--- src/rtl/bram_stream_reader_pkg.sv ---
// Shared types and constants for the block-RAM window reader and its output FIFO.
package bram_stream_reader_pkg;

  typedef enum logic [1:0] {
    ST_IDLE  = 2'd0,
    ST_RUN   = 2'd1,
    ST_DRAIN = 2'd2
  } state_e;

  localparam int FIFO_DEPTH   = 4;
  localparam int FIFO_PTR_W   = 2;
  localparam int FIFO_CNT_W   = 3;
  localparam int READ_LATENCY = 1;

endpackage

--- src/rtl/bram_rd_fifo.sv ---
// Four-entry synchronous FIFO buffering RAM read data ahead of the stream port.
module bram_rd_fifo
  import bram_stream_reader_pkg::*;
#(
  parameter int W = 8
) (
  input  logic                  clk,
  input  logic                  rst_i,
  input  logic                  push_i,
  input  logic [W-1:0]          data_i,
  input  logic                  pop_i,
  output logic [W-1:0]          data_o,
  output logic                  full_o,
  output logic                  empty_o,
  output logic [FIFO_CNT_W-1:0] count_o
);

  localparam logic [FIFO_CNT_W-1:0] FULL_CNT = FIFO_CNT_W'(FIFO_DEPTH);

  logic [W-1:0]          mem_q [FIFO_DEPTH];
  logic [FIFO_PTR_W-1:0] wr_ptr_q;
  logic [FIFO_PTR_W-1:0] rd_ptr_q;
  logic [FIFO_CNT_W-1:0] count_q;

  // Storage is cleared on reset so the head word reads as zero while empty.
  always_ff @(posedge clk) begin
    if (rst_i) begin
      for (int i = 0; i < FIFO_DEPTH; i++) begin
        mem_q[i] <= '0;
      end
      wr_ptr_q <= '0;
      rd_ptr_q <= '0;
      count_q  <= '0;
    end else begin
      if (push_i) begin
        mem_q[wr_ptr_q] <= data_i;
        wr_ptr_q        <= wr_ptr_q + 2'd1;
      end
      if (pop_i) begin
        rd_ptr_q <= rd_ptr_q + 2'd1;
      end
      case ({push_i, pop_i})
        2'b10:   count_q <= count_q + 3'd1;
        2'b01:   count_q <= count_q - 3'd1;
        default: count_q <= count_q;
      endcase
    end
  end

  assign data_o  = mem_q[rd_ptr_q];
  assign full_o  = (count_q == FULL_CNT);
  assign empty_o = (count_q == 3'd0);
  assign count_o = count_q;

endmodule

--- src/rtl/bram_stream_reader.sv ---
// Drains an address window from a 1-cycle-latency RAM read port into a
// valid/ready stream with tlast, throttled so the 4-deep FIFO never overflows.
module bram_stream_reader
  import bram_stream_reader_pkg::*;
#(
  parameter int C_DATA_WIDTH    = 8,
  parameter int C_ADDRESS_WIDTH = 8
) (
  input  logic                       clk,
  input  logic                       rd_reset,
  input  logic                       start,
  input  logic [C_ADDRESS_WIDTH-1:0] base_addr,
  input  logic [C_ADDRESS_WIDTH:0]   length,
  output logic                       busy,
  output logic                       done,
  output logic                       ram_re,
  output logic [C_ADDRESS_WIDTH-1:0] ram_addr,
  input  logic [C_DATA_WIDTH-1:0]    ram_q,
  output logic                       m_tvalid,
  output logic [C_DATA_WIDTH-1:0]    m_tdata,
  output logic                       m_tlast,
  input  logic                       m_tready
);

  localparam logic [C_ADDRESS_WIDTH:0] CNT_ONE    = (C_ADDRESS_WIDTH+1)'(1);
  localparam logic [FIFO_CNT_W:0]      CREDIT_MAX = (FIFO_CNT_W+1)'(FIFO_DEPTH);

  state_e                     state_q, state_d;
  logic [C_ADDRESS_WIDTH-1:0] addr_q, addr_d;
  logic [C_ADDRESS_WIDTH:0]   issue_q, issue_d;
  logic [C_ADDRESS_WIDTH:0]   beats_q, beats_d;
  logic                       done_q, done_d;
  logic                       rd_v1_q;

  logic                       fifo_full_s;
  logic                       fifo_empty_s;
  logic [FIFO_CNT_W-1:0]      fifo_cnt_s;
  logic [FIFO_CNT_W:0]        credit_s;
  logic                       ram_re_s;
  logic                       hs_s;
  logic                       last_beat_s;

  // Words already buffered plus the one read whose data arrives this cycle.
  assign credit_s    = {1'b0, fifo_cnt_s} + {{FIFO_CNT_W{1'b0}}, rd_v1_q};
  assign ram_re_s    = (state_q == ST_RUN) && (issue_q != '0) && !fifo_full_s
                       && (credit_s < CREDIT_MAX);
  assign hs_s        = !fifo_empty_s && m_tready;
  assign last_beat_s = (beats_q == CNT_ONE);

  // State, counters, done pulse and the read-valid pipe.
  always_ff @(posedge clk) begin
    if (rd_reset) begin
      state_q <= ST_IDLE;
      addr_q  <= '0;
      issue_q <= '0;
      beats_q <= '0;
      done_q  <= 1'b0;
      rd_v1_q <= 1'b0;
    end else begin
      state_q <= state_d;
      addr_q  <= addr_d;
      issue_q <= issue_d;
      beats_q <= beats_d;
      done_q  <= done_d;
      rd_v1_q <= ram_re_s;
    end
  end

  // Next-state and counter updates.
  always_comb begin
    state_d = state_q;
    addr_d  = addr_q;
    issue_d = issue_q;
    beats_d = beats_q;
    done_d  = 1'b0;
    if (ram_re_s) begin
      addr_d  = addr_q + 1'b1;
      issue_d = issue_q - CNT_ONE;
    end else begin
      issue_d = issue_q;
    end
    if (hs_s) begin
      beats_d = beats_q - CNT_ONE;
    end else begin
      beats_d = beats_q;
    end
    case (state_q)
      ST_IDLE: begin
        if (start && (length != '0)) begin
          state_d = ST_RUN;
          addr_d  = base_addr;
          issue_d = length;
          beats_d = length;
        end else if (start) begin
          done_d = 1'b1;
        end else begin
          state_d = ST_IDLE;
        end
      end
      ST_RUN: begin
        if (ram_re_s && (issue_q == CNT_ONE)) begin
          state_d = ST_DRAIN;
        end else begin
          state_d = ST_RUN;
        end
      end
      ST_DRAIN: begin
        if (hs_s && last_beat_s) begin
          state_d = ST_IDLE;
          done_d  = 1'b1;
        end else begin
          state_d = ST_DRAIN;
        end
      end
      default: begin
        state_d = ST_IDLE;
      end
    endcase
  end

  bram_rd_fifo #(
    .W(C_DATA_WIDTH)
  ) u_fifo (
    .clk    (clk),
    .rst_i  (rd_reset),
    .push_i (rd_v1_q),
    .data_i (ram_q),
    .pop_i  (hs_s),
    .data_o (m_tdata),
    .full_o (fifo_full_s),
    .empty_o(fifo_empty_s),
    .count_o(fifo_cnt_s)
  );

  assign busy     = (state_q != ST_IDLE);
  assign done     = done_q;
  assign ram_re   = ram_re_s;
  assign ram_addr = addr_q;
  assign m_tvalid = !fifo_empty_s;
  assign m_tlast  = !fifo_empty_s && last_beat_s;

endmodule

--- config.mk ---
export PLATFORM = sky130hd
export DESIGN_NAME = bram_stream_reader
export DESIGN_NICKNAME = d
export VERILOG_FILES = /design/src/rtl/bram_stream_reader_pkg.sv /design/src/rtl/bram_rd_fifo.sv /design/src/rtl/bram_stream_reader.sv
export SDC_FILE = /design/constraint.sdc
export NUM_CORES = 1
export LEC_CHECK = 0
export ABC_AREA = 1
export BUFFER_PORTS_ARGS = -buffer_cell sky130_fd_sc_hd__buf_2
export CORE_MARGIN = 3
export CORE_UTILIZATION = 30
export DETAILED_ROUTE_END_ITERATION = 8
export SLEW_MARGIN = 0
export SYNTH_ARGS = -nofsm -noshare
export SYNTH_HDL_FRONTEND = slang
export SYNTH_SLANG_ARGS = --single-unit
--- constraint.sdc ---
create_clock -name clk -period 2.4 [get_ports clk]
set_input_delay 0.36 -clock clk [delete_from_list [all_inputs] [get_ports clk]]
set_output_delay 0.36 -clock clk [all_outputs]
set_load 0.005 [all_outputs]
==> out/metrics.yaml <==
worst_pin_slew_ns: 0.504
initial_utilization: 0.312
hpwl_um: 6390
die_h_um: 119
finalNonFillerCells: 731
wl_per_cell_um: 12.1
finalClockSkew_ns: 0.00976
dr.pass1.iters: 4
fin_crit_sh: 0.876
period_needed_ns: 2.10
cp_max_fo: 19
core_um2: 12300
r2r_cells: 11
critical_path_class: "reg -> out"
synth_area_leaders: "edfxtp_1 (25%), dfxtp_1 (20%), nand2_1 (9.6%), nor2_1 (8.9%), inv_1 (6.6%)"
clk_latency_ns: 0.33
arrival_ns: 1.74
num_vias: 3343
outcome: "complete, no violations"
grt_antenna_before_repair: 0
setup_tns_ns: 0
rows: 40
dpl-instance-area_um2: 4200
max_cap_viol_count: 0
syn_nets: 545
path_cells: "inv_1, ha_1, nand2_1, nor2_2, nand2_4, nand2_8, inv_2, buf_2"
wl_um: 8850
endpoint_kind: "output pin"
placedCellCount: 715
finalSetupViolCount: 0
critPathSlowestCell: "dfxtp_1"
path_delay_family: "simple AND/OR/NAND/NOR gates"
ys_ff_latch: 71
portBuffers: 49
fin_nets: 595
floorplan.io_pins: 50
worstSetupPathDepth: 8
ir_worst_vdd_mv: 0.348
slew_headroom: 0.663
drive_gt1_frac: 0.163
slowest_delay_ns: 0.32
cts.sinks: 71
routabilityCongestion: 0.852
drt_iter0_markers: 272
cts.repair.resized: 0
power.static_leakage_nw: 2.09
ys.warnings.count: 0
seq_area_frac_synth: 0.455
hold_viol: 0
startpoint_type: "flop"
avgSynthCellArea_um2: 7.53
cts_made_buffers: 9
fp.dieW_um: 119
finalInstanceArea_um2: 4500
ctsHoldBuffers: 0
tritoncts: "built"
utilization: 0.367
synth_top_area_frac: 0.251
ant_nets: 0
htreeDepth: 3
die-area_um2: 14100
areaGrowthSynthToFinish_pct: 17.7
required_ns: 2.04
yosysUniqueCellTypes: 32
finalPower_mw: 3.55
syn_inst: 508
track_usage: 0.130
power_density_nw_per_um2: 790
cts_buffer_depth: 2
grt_overflow: 0
syn_area_um2: 3830
routed_via_density: 4.57
cts_setup_buffers: 0
grt_first_pass_wirelength_um: 15000
first_global_vias: 3254
drv_slew: 0
cts-root-buf: "clkbuf_16"
min_path_cells: 2
clkTransAtPathRegs_ns: 0.06
antenna_cells: 0
max_freq_mhz: 476
grt_max_degree: 27
drc: 0
path_buf_inv: 3
min_path_type: "in -> reg"
rsz0062_at_grt: "false"
yosysTopAreaCell: "edfxtp_1"
## metal layers
| layer | GRT usage | vias to the layer above | wire [um] |
|---|---|---|---|
| met5 | 0 | - | 0 |
| li1 | - | 1734 | - |
| met1 | 0.163 | 1520 | 4130 |
| met4 | 0.0463 | 0 | 119 |
| met2 | 0.216 | 79 | 4110 |
| met3 | 0.0361 | 10 | 480 |
## synthesized netlist by cell type
library cell / number
ha_1: 7
clkinv_1: 3
buf_2: 2
a21oi_1: 18
nand2_8: 1
edfxtp_1: 32
nand3_2: 3
nand3_1: 42
a21oi_2: 1
inv_1: 67
buf_4: 3
nand2_1: 98
nand4_1: 6
nand2_2: 2
nand3b_1: 7
inv_2: 8
fa_1: 1
nor3_2: 1
xnor2_1: 3
nand2_4: 3
nor3_1: 9
xor2_1: 1
dfxtp_1: 39
nor2_2: 4
nor2_4: 2
buf_6: 3
clkbuf_1: 3
nor2_1: 91
buf_1: 1
o21ai_0: 38
buf_12: 1
o22ai_1: 8
## final timing paths
path                                   startpoint                             end  slack (ns)
setup / recovery            issue_q[0]$_SDFF_PP0_                          ram_re        0.30
hold / removal                           rd_reset           issue_q[1]$_SDFF_PP0_        0.30
setup reg to reg   u_fifo.count_o[0]$_SDFFE_PP0P_  u_fifo.count_o[2]$_SDFFE_PP0P_        0.40
hold reg to reg   u_fifo.rd_ptr_q[1]$_SDFFE_PP0N_                            flop        0.47
## registers in the layout, summed over array words and instances, names as in the netlist, named ones only
signal           count
beats_q              9
done                 1
issue_q              9
ram_addr             8
rd_v1_q              1
state_q              2
u_fifo.count_o       3
u_fifo.mem_q        32
u_fifo.rd_ptr_q      2
u_fifo.wr_ptr_q      2
## cell families after synthesis
family,share of synthesized area
AOI/OAI and AO/OA,0.0886
xor gates and xnor gates,0.00916
adders and majority gates,0.0281
buffers and inverters,0.103
DFF,0.455
and+or+nand+nor,0.316
## report_power, final
| part | switching [mW] | internal (mW) | leakage [nW] |
|---|---|---|---|
| logic | 0.492 | 0.282 | 1.30 |
| registers | 0.0828 | 1.37 | 0.652 |
| clock network | 0.519 | 0.810 | 0.135 |
| total | 1.09 | 2.46 | 2.09 |
## layout by cell type, fill, tap and decap left out, drive strengths merged
cell type,n
a21oi,19
buf,52
bufinv,1
clkbuf,10
clkinv,4
clkinvlp,3
dfxtp,39
edfxtp,32
fa,1
ha,7
inv,76
nand2,104
nand3,45
nand3b,7
nand4,6
nor2,97
nor3,10
o21ai,38
o22ai,8
xnor2,3
xor2,1
## metrics by stage
stage	setup slack, ns	hold slack [ns]
finish	0.297	0.302
global route	0.136	0.309
CTS	0.270	0.290
detailed placement	0.424	0.467
global placement	0.466	0.453
floorplan	0.597	0.436
## worst register-to-register path, delay by kind of cell (launching register included)
kind	cells	cell delay (ns)
AO/OA/AOI/OAI	4	0.46
adder cells (fa/ha/maj)	2	0.54
buffers and inverters	3	0.31
flip-flops	1	0.33
AND/OR/NAND/NOR	2	0.24
## final cells by class
cell class                 instances  area, um^2
clock buffer                      10         229
clock inverter                     6        70.1
fill                            1297        7760
inverter                          78         293
multi-input combinational        346        1690
sequential                        71        1740
tap                              168         210
timing repair buffer              52         268
No activity file was read; power rests on OpenSTA's default activity.
